File: src/rtl/crp16_cond_unit.sv
// ============================================================================
// Module   : crp16_cond_unit
// Purpose  : CRP16 V/C/N/Z flag register, flag save stack and branch-condition
//            resolver with a valid/ready request -> result handshake.
// Revision : 1.0  initial release
// ============================================================================
`default_nettype none

module crp16_cond_unit #(
    parameter int STACK_DEPTH = 4,
    parameter int PTR_W       = 2
) (
    input  logic             clock,
    input  logic             reset,
    input  logic             alu_v,
    input  logic             alu_c,
    input  logic             alu_n,
    input  logic             alu_z,
    input  logic             flags_we,
    input  logic [3:0]       flag_mask,
    input  logic             flags_push,
    input  logic             flags_pop,
    input  logic             cond_valid,
    input  logic [3:0]       cond_code,
    output logic             cond_ready,
    output logic             res_valid,
    output logic             res_taken,
    input  logic             res_ready,
    output logic [3:0]       flags_out,
    output logic [PTR_W:0]   stack_count,
    output logic             stack_err
);

    localparam logic [PTR_W:0] C_DEPTH = STACK_DEPTH[PTR_W:0];
    localparam logic [PTR_W:0] C_ONE   = {{PTR_W{1'b0}}, 1'b1};

    logic [3:0]     r_flags;
    logic [3:0]     r_stack [STACK_DEPTH];
    logic [PTR_W:0] r_count;
    logic           r_err;
    logic           r_res_valid;
    logic           r_res_taken;

    logic [3:0]     w_alu;
    logic [3:0]     w_next_flags;
    logic [PTR_W:0] w_count_m1;
    logic           w_push_only;
    logic           w_pop_only;
    logic           w_do_push;
    logic           w_do_pop;
    logic           w_accept;
    logic           w_cond;

    assign w_alu       = {alu_v, alu_c, alu_n, alu_z};
    assign w_push_only = flags_push & ~flags_pop;
    assign w_pop_only  = flags_pop & ~flags_push;
    assign w_do_push   = w_push_only & (r_count < C_DEPTH);
    assign w_do_pop    = w_pop_only & (r_count != '0);
    assign w_count_m1  = r_count - C_ONE;

    // A restore from the stack takes precedence over a same-cycle ALU load.
    always_comb begin
        w_next_flags = r_flags;
        if (w_do_pop) begin
            w_next_flags = r_stack[w_count_m1[PTR_W-1:0]];
        end else if (flags_we) begin
            w_next_flags = (flag_mask & w_alu) | (~flag_mask & r_flags);
        end
    end

    // Conditions see the forwarded flags so a same-cycle update is visible.
    always_comb begin
        logic v, c, n, z;
        {v, c, n, z} = w_next_flags;
        w_cond = 1'b0;
        case (cond_code)
            4'd0:    w_cond = 1'b1;
            4'd1:    w_cond = z;
            4'd2:    w_cond = ~z;
            4'd3:    w_cond = c;
            4'd4:    w_cond = ~c;
            4'd5:    w_cond = n;
            4'd6:    w_cond = ~n;
            4'd7:    w_cond = v;
            4'd8:    w_cond = ~v;
            4'd9:    w_cond = c & ~z;
            4'd10:   w_cond = ~c | z;
            4'd11:   w_cond = (n == v);
            4'd12:   w_cond = (n != v);
            4'd13:   w_cond = ~z & (n == v);
            4'd14:   w_cond = z | (n != v);
            default: w_cond = 1'b0;
        endcase
    end

    assign cond_ready = ~r_res_valid | res_ready;
    assign w_accept   = cond_valid & cond_ready;

    always_ff @(posedge clock) begin
        if (reset) begin
            r_flags     <= 4'b0000;
            r_count     <= '0;
            r_err       <= 1'b0;
            r_res_valid <= 1'b0;
            r_res_taken <= 1'b0;
        end else begin
            r_flags <= w_next_flags;
            if (w_do_push) begin
                r_count <= r_count + C_ONE;
            end else if (w_do_pop) begin
                r_count <= w_count_m1;
            end
            if ((w_push_only && !w_do_push) || (w_pop_only && !w_do_pop)) begin
                r_err <= 1'b1;
            end
            if (w_accept) begin
                r_res_valid <= 1'b1;
                r_res_taken <= w_cond;
            end else if (r_res_valid && res_ready) begin
                r_res_valid <= 1'b0;
            end
        end
    end

    // Stack contents need no reset; occupancy is tracked by r_count alone.
    always_ff @(posedge clock) begin
        if (w_do_push) begin
            r_stack[r_count[PTR_W-1:0]] <= r_flags;
        end
    end

    assign flags_out   = r_flags;
    assign stack_count = r_count;
    assign stack_err   = r_err;
    assign res_valid   = r_res_valid;
    assign res_taken   = r_res_taken;

endmodule

`default_nettype wire

File: config.mk
export PLATFORM = sky130hd
export DESIGN_NAME = crp16_cond_unit
export DESIGN_NICKNAME = d
export VERILOG_FILES = /design/src/rtl/crp16_cond_unit.sv
export SDC_FILE = /design/constraint.sdc
export NUM_CORES = 1
export LEC_CHECK = 0
export ABC_AREA = 1
export BUFFER_PORTS_ARGS = -buffer_cell sky130_fd_sc_hd__buf_2
export CAP_MARGIN = 30
export CORE_UTILIZATION = 55
export CTS_CLUSTER_SIZE = 24
export DETAILED_ROUTE_END_ITERATION = 12
export GPL_TIMING_DRIVEN = 0
export PLACE_DENSITY = 0.84
export SLEW_MARGIN = 20
export SYNTH_ARGS = -nofsm -noshare
export SYNTH_HDL_FRONTEND = slang
export SYNTH_SLANG_ARGS = --single-unit
export TNS_END_PERCENT = 5
File: constraint.sdc
create_clock -name clock -period 3.9 [get_ports clock]
set_input_delay 0.78 -clock clock [delete_from_list [all_inputs] [get_ports clock]]
set_output_delay 0.78 -clock clock [all_outputs]
set_load 0.03 [all_outputs]
# == Yosys cells after proc, flatten, opt, wreduce, memory -nomap -nowiden ==
# Memory sizes are Yosys's and may differ from the RTL's.
# Cells that the tools add are included.
# word_totals
regBits,10
latchBits,0
ram_bits,16
rom_bits,0
in_bits,19
out_inout_bits,11
word_cells,65
mem_count,1
# op_classes
addsub,2
mul,0
div_mod_pow,0
order_cmp,1
n_eq_ne,16
shifts,0
n_mux,9
bitwise,21
reduce_logical,10
# mem_list
memory,words,word_bits,read_ports,rd_clocked_by_memory_dff,wr,line,source
r_stack,4,4,1,0,1,38,logic [3:0] r_stack [STACK_DEPTH];
# ops
cell,count
"4-bit equality test, second input constant",7
"4-bit by 3-bit equality test with 1-bit output, second input constant",4
1-bit case mux with 15 select lines,1
4-bit AND,2
"4-bit by 2-bit equality test with 1-bit output, second input constant",2
4-bit 2-to-1 mux,2
1-bit AND,7
1-bit inverter,7
3-bit 2-to-1 mux,2
"4-bit by 1-bit equality test with 1-bit output, second input constant",1
4-bit logical NOT,1
1-bit 2-to-1 mux,4
4-bit inverter,1
4-bit bitwise OR,1
2-bit nonzero test,2
"3-bit by 1-bit adder with 3-bit output, second input constant",1
1-bit logical AND,3
"3-bit < comparator, second input constant",1
1-bit bitwise OR,3
3-bit nonzero test,1
"3-bit by 1-bit subtractor with 3-bit output, second input constant",1
1-bit logical NOT,2
1-bit equality test,1
1-bit logical OR,1
1-bit != test,1

# == Logic depth before layout (Yosys ltp) ==
# logic_depth
word_depth,8
depth_mapped,19
mapped_depth_nobuf,17

# == Worst setup path before layout ==
# No wires, ideal clock.
# synth_timing
path_type,register to register
startpoint,"register r_count[0], in the netlist stack_count[0]"
endpoint,"register r_res_taken, in the netlist res_taken"
setup_time_ps,114
arrival_ps,2015
required_ps,3786
path_slack_ps,1771
stages_incl_launch_ff,16
n_path_buf,1
synth_period_minus_slack_ps,2129
path_cell_list,dfxtp_1 > buf_6 > inv_4 > ha_1 > inv_1 > nand3_1 > nand2_1 > nand2_1 > nand2_2 > nand2_2 > nand3_1 > nand2_1 > nor2_1 > nand3_1 > nand2_1 > a21oi_2
# synth_between
elab_chain_len,6
word_cells_on_any_way,16
cone_classes,1 x add/sub; 2 x eq/ne; 2 x mux; 9 x bitwise; 1 x reduce/logical; 1 x memory
# synth_rtl
item,line,source
from (decl),39,logic [PTR_W:0] r_count;
from (signal assigned),109,r_count <= r_count + C_ONE;
from (signal assigned),111,r_count <= w_count_m1;
3-bit by 1-bit subtractor with 3-bit output / 3-bit nonzero test (equally long branches),"59, 58",
memory 4 x 4 bit / 1-bit AND (equally long branches),n/a,
4-bit 2-to-1 mux *,64,if (w_do_pop) begin
1-bit != test (tied with other cells),"89, 91",
1-bit bitwise OR (tied with other cells),91,4'd14: w_cond = z | (n != v);
1-bit case mux with 15 select lines *,76,case (cond_code)
to (signal assigned),118,r_res_taken <= w_cond;
to (decl),42,logic r_res_taken;
# Every way passes the cells marked *; elsewhere a longest branch is shown, timed or not.
# A chain may end at the register's enable or synchronous reset.

# == Worst setup path in the final report ==
# Same ends and word-level chain as after synthesis.

==> results_dict.tcl <==
set metrics [dict create \
    p_per_area_nw_per_um2 354 \
    cts_setup_buffers 0 \
    stdcell_count 268 \
    dpl.cell_count 264 \
    ys_top_cells_by_count "nand2_1 (65), inv_1 (29), nor2_1 (24)" \
    tightest_slew_ns 0.463 \
    cts_resized 0 \
    grt_max_degree 15 \
    dp_hpwl_um 2390 \
    power_w 0.000614 \
    cp-start-kind "register" \
    critPathRequiredTime_ns 4.13 \
    p_leak_nw 0.865 \
    period_share_pct 58.5 \
    end_kind "register" \
    fin_tns_setup_ns 0 \
    cpPeakStageDelay_ns 0.41 \
    dieArea_um2 3010 \
    antenna_cells 0 \
    fin_skew_ns 0.00459 \
    status "finished clean" \
    yosys.area.top_type "edfxtp_1" \
    cap_violations 0 \
    async_reset_ff_share_pct 0 \
    synth_area_um2 1540 \
    io_pins 30 \
    drc 0 \
    gr-total-overflow 0 \
    clk_transition_reported_paths_ns 0.14 \
    max-vdd-ir-drop_mv 0.215 \
    start_util_pct 59.8 \
    hold_buffers 0 \
    cpLargestDelayFamily "simple AND/OR/NAND/NOR gates" \
    hold_viol 0 \
    period_minus_slack_ns 2.28 \
    cts_root_buf "clkbuf_4" \
    cts_inserted_buffers 3 \
    synth_top_cell_area_share_pct 31.3 \
    die_w_um 54.9 \
    whs_ns 0.484 \
    netlist_top_cells_area "edfxtp_1 (31%), nand2_1 (16%), dfxtp_1 (13%)" \
    die_h_um 54.9 \
    yosys_warnings 0 \
    maxSlewHeadroom_pct 69.0 \
    arrival_ns 2.51 \
    yosysSeqAreaShare_pct 44.3 \
    drive_gt1_share_pct 21.8 \
    antenna_found_initial 0 \
    yosys_most_used_dff "edfxtp_1" \
    portBuffers 27 \
    finalSetupViolCount 0 \
    dr_total_vias 1353 \
    wl_per_cell_um 11.7 \
    path_max_fanout 12 \
    std_cell_rows 18 \
    cts.sinks 26 \
    max_freq_ghz 0.438 \
    fillers 240 \
    ys_types 24 \
    slew_violations 0 \
    final_area_um2 1740 \
    netlist_instances 207 \
    gp_congestion 0.828 \
    drt-pass1-iter-count 4 \
    cts_tree "yes" \
    final_nets 263 \
    clockBufferDepth 2 \
    hold_class "reg -> reg" \
    synth_edf_count 16 \
    grt_pass1_vias 1104 \
    viasPerCell 5.05 \
    drt_iter0_markers 29 \
    core_um2 2570 \
    syn_nets 231 \
    grt_pass1_wl_um 4710 \
    cpMaxStageDelayCell "dfxtp_1" \
    avgSynthCellArea_um2 7.42 \
    placedInstanceArea_um2 1710 \
    htreeDepth 1 \
    postRouteAntennaNets 0 \
    wl_um 3150 \
    area_growth_pct 12.9 \
    critPathKind "reg -> reg" \
    post-synth-top-count-cell "nand2_1" \
    yosys_register_bits 26 \
    gr-usage-all-layers_pct 22.7 \
    crit_chain "buf_6 > inv_4 > ha_1 > inv_1 > nand3_1 > nand2_1 > a21oi_2 > nand2_2 > nand3_1 > nand2_1 > nor2_1 > nand3_1 > nand2_1 > a21oi_2" \
    rsz0062_at_grt "no" \
    path_buf_inv 3 \
    clock_latency_ns 0.32 \
]
report_power, final:
| part | internal [W] | total, W | switching [W] |
|---|---|---|---|
| Sequential | 0.000308 | 0.000319 | 0.0000111 |
| Clock | 0.0000400 | 0.000119 | 0.0000791 |
| Combinational | 0.0000584 | 0.000176 | 0.000117 |
logic make-up (layout without fill, tap and decap cells):
kind of cell / Yosys count / after routing / share of synthesized area (%)
buffers and inverters: 37 / 68 / 10.7
AO/OA/AOI/OAI: 14 / 14 / 5.70
flip-flops: 26 / 26 / 44.3
AND/OR/NAND/NOR: 125 / 125 / 35.2
adder cells (fa/ha/maj): 5 / 5 / 4.07
cells in the final DEF (no fill, tap or decap), types with 2 or more instances in the layout:
master / n
a21oi_1: 6
a21oi_2: 2
buf_2: 27
buf_4: 2
buf_6: 2
clkbuf_4: 3
dfxtp_1: 10
edfxtp_1: 16
ha_1: 5
inv_1: 29
inv_2: 2
nand2_1: 65
nand2_2: 7
nand3_1: 19
nor2_1: 24
nor2_2: 3
nor3_1: 4
o21ai_0: 3
tightest hold or removal path: cells and delay by family, from the launching register on:
family           cells  cell delay, ns
AO/OA/AOI/OAI        1            0.05
AND/OR/NAND/NOR      1            0.07
flip-flops           1            0.34
metrics by stage:
step                utilization (%)  setup WS (ns)
floorplan                         -           1.77
global placement               66.6           1.70
detailed placement             66.6           1.67
CTS                            67.6           1.64
global route                   67.6           1.40
finish                         67.6           1.62
worst paths after layout:
kind | start | endpoint | slack [ns] | cells past startpoint
worst max-delay path | stack_count[0] | res_taken | 1.62 | 14
worst min register to register | res_taken | res_taken | 0.48 | 2
worst min-delay path | res_taken | res_taken | 0.48 | 2
worst max register to register | stack_count[0] | res_taken | 1.62 | 14
cell type report:
type	instances	area (um^2)	share of cell area, %
buffer	4	37.5	2.16
sequential	26	681	39.2
inverter	33	128	7.35
clock buffer	4	26.3	1.51
tap	30	37.5	2.16
multi-input combinational	144	691	39.8
timing repair buffer	27	135	7.79
registers in the layout, indices dropped and copies added, names as in the netlist:
register,count
flags_out,4
stack_err,1
stack_count,3
res_valid,1
res_taken,1
r_stack,16
metal layers:
layer | up-vias | global-route usage (%) | share of wire [%]
met3 | 4 | 3.33 | 2.4
met4 | 0 | 6.84 | 1.4
li1 | 714 | - | -
met1 | 611 | 27.5 | 47
met2 | 24 | 40.8 | 49
met5 | - | 0 | 0
Note: power is estimated with default switching activity, not from simulation.
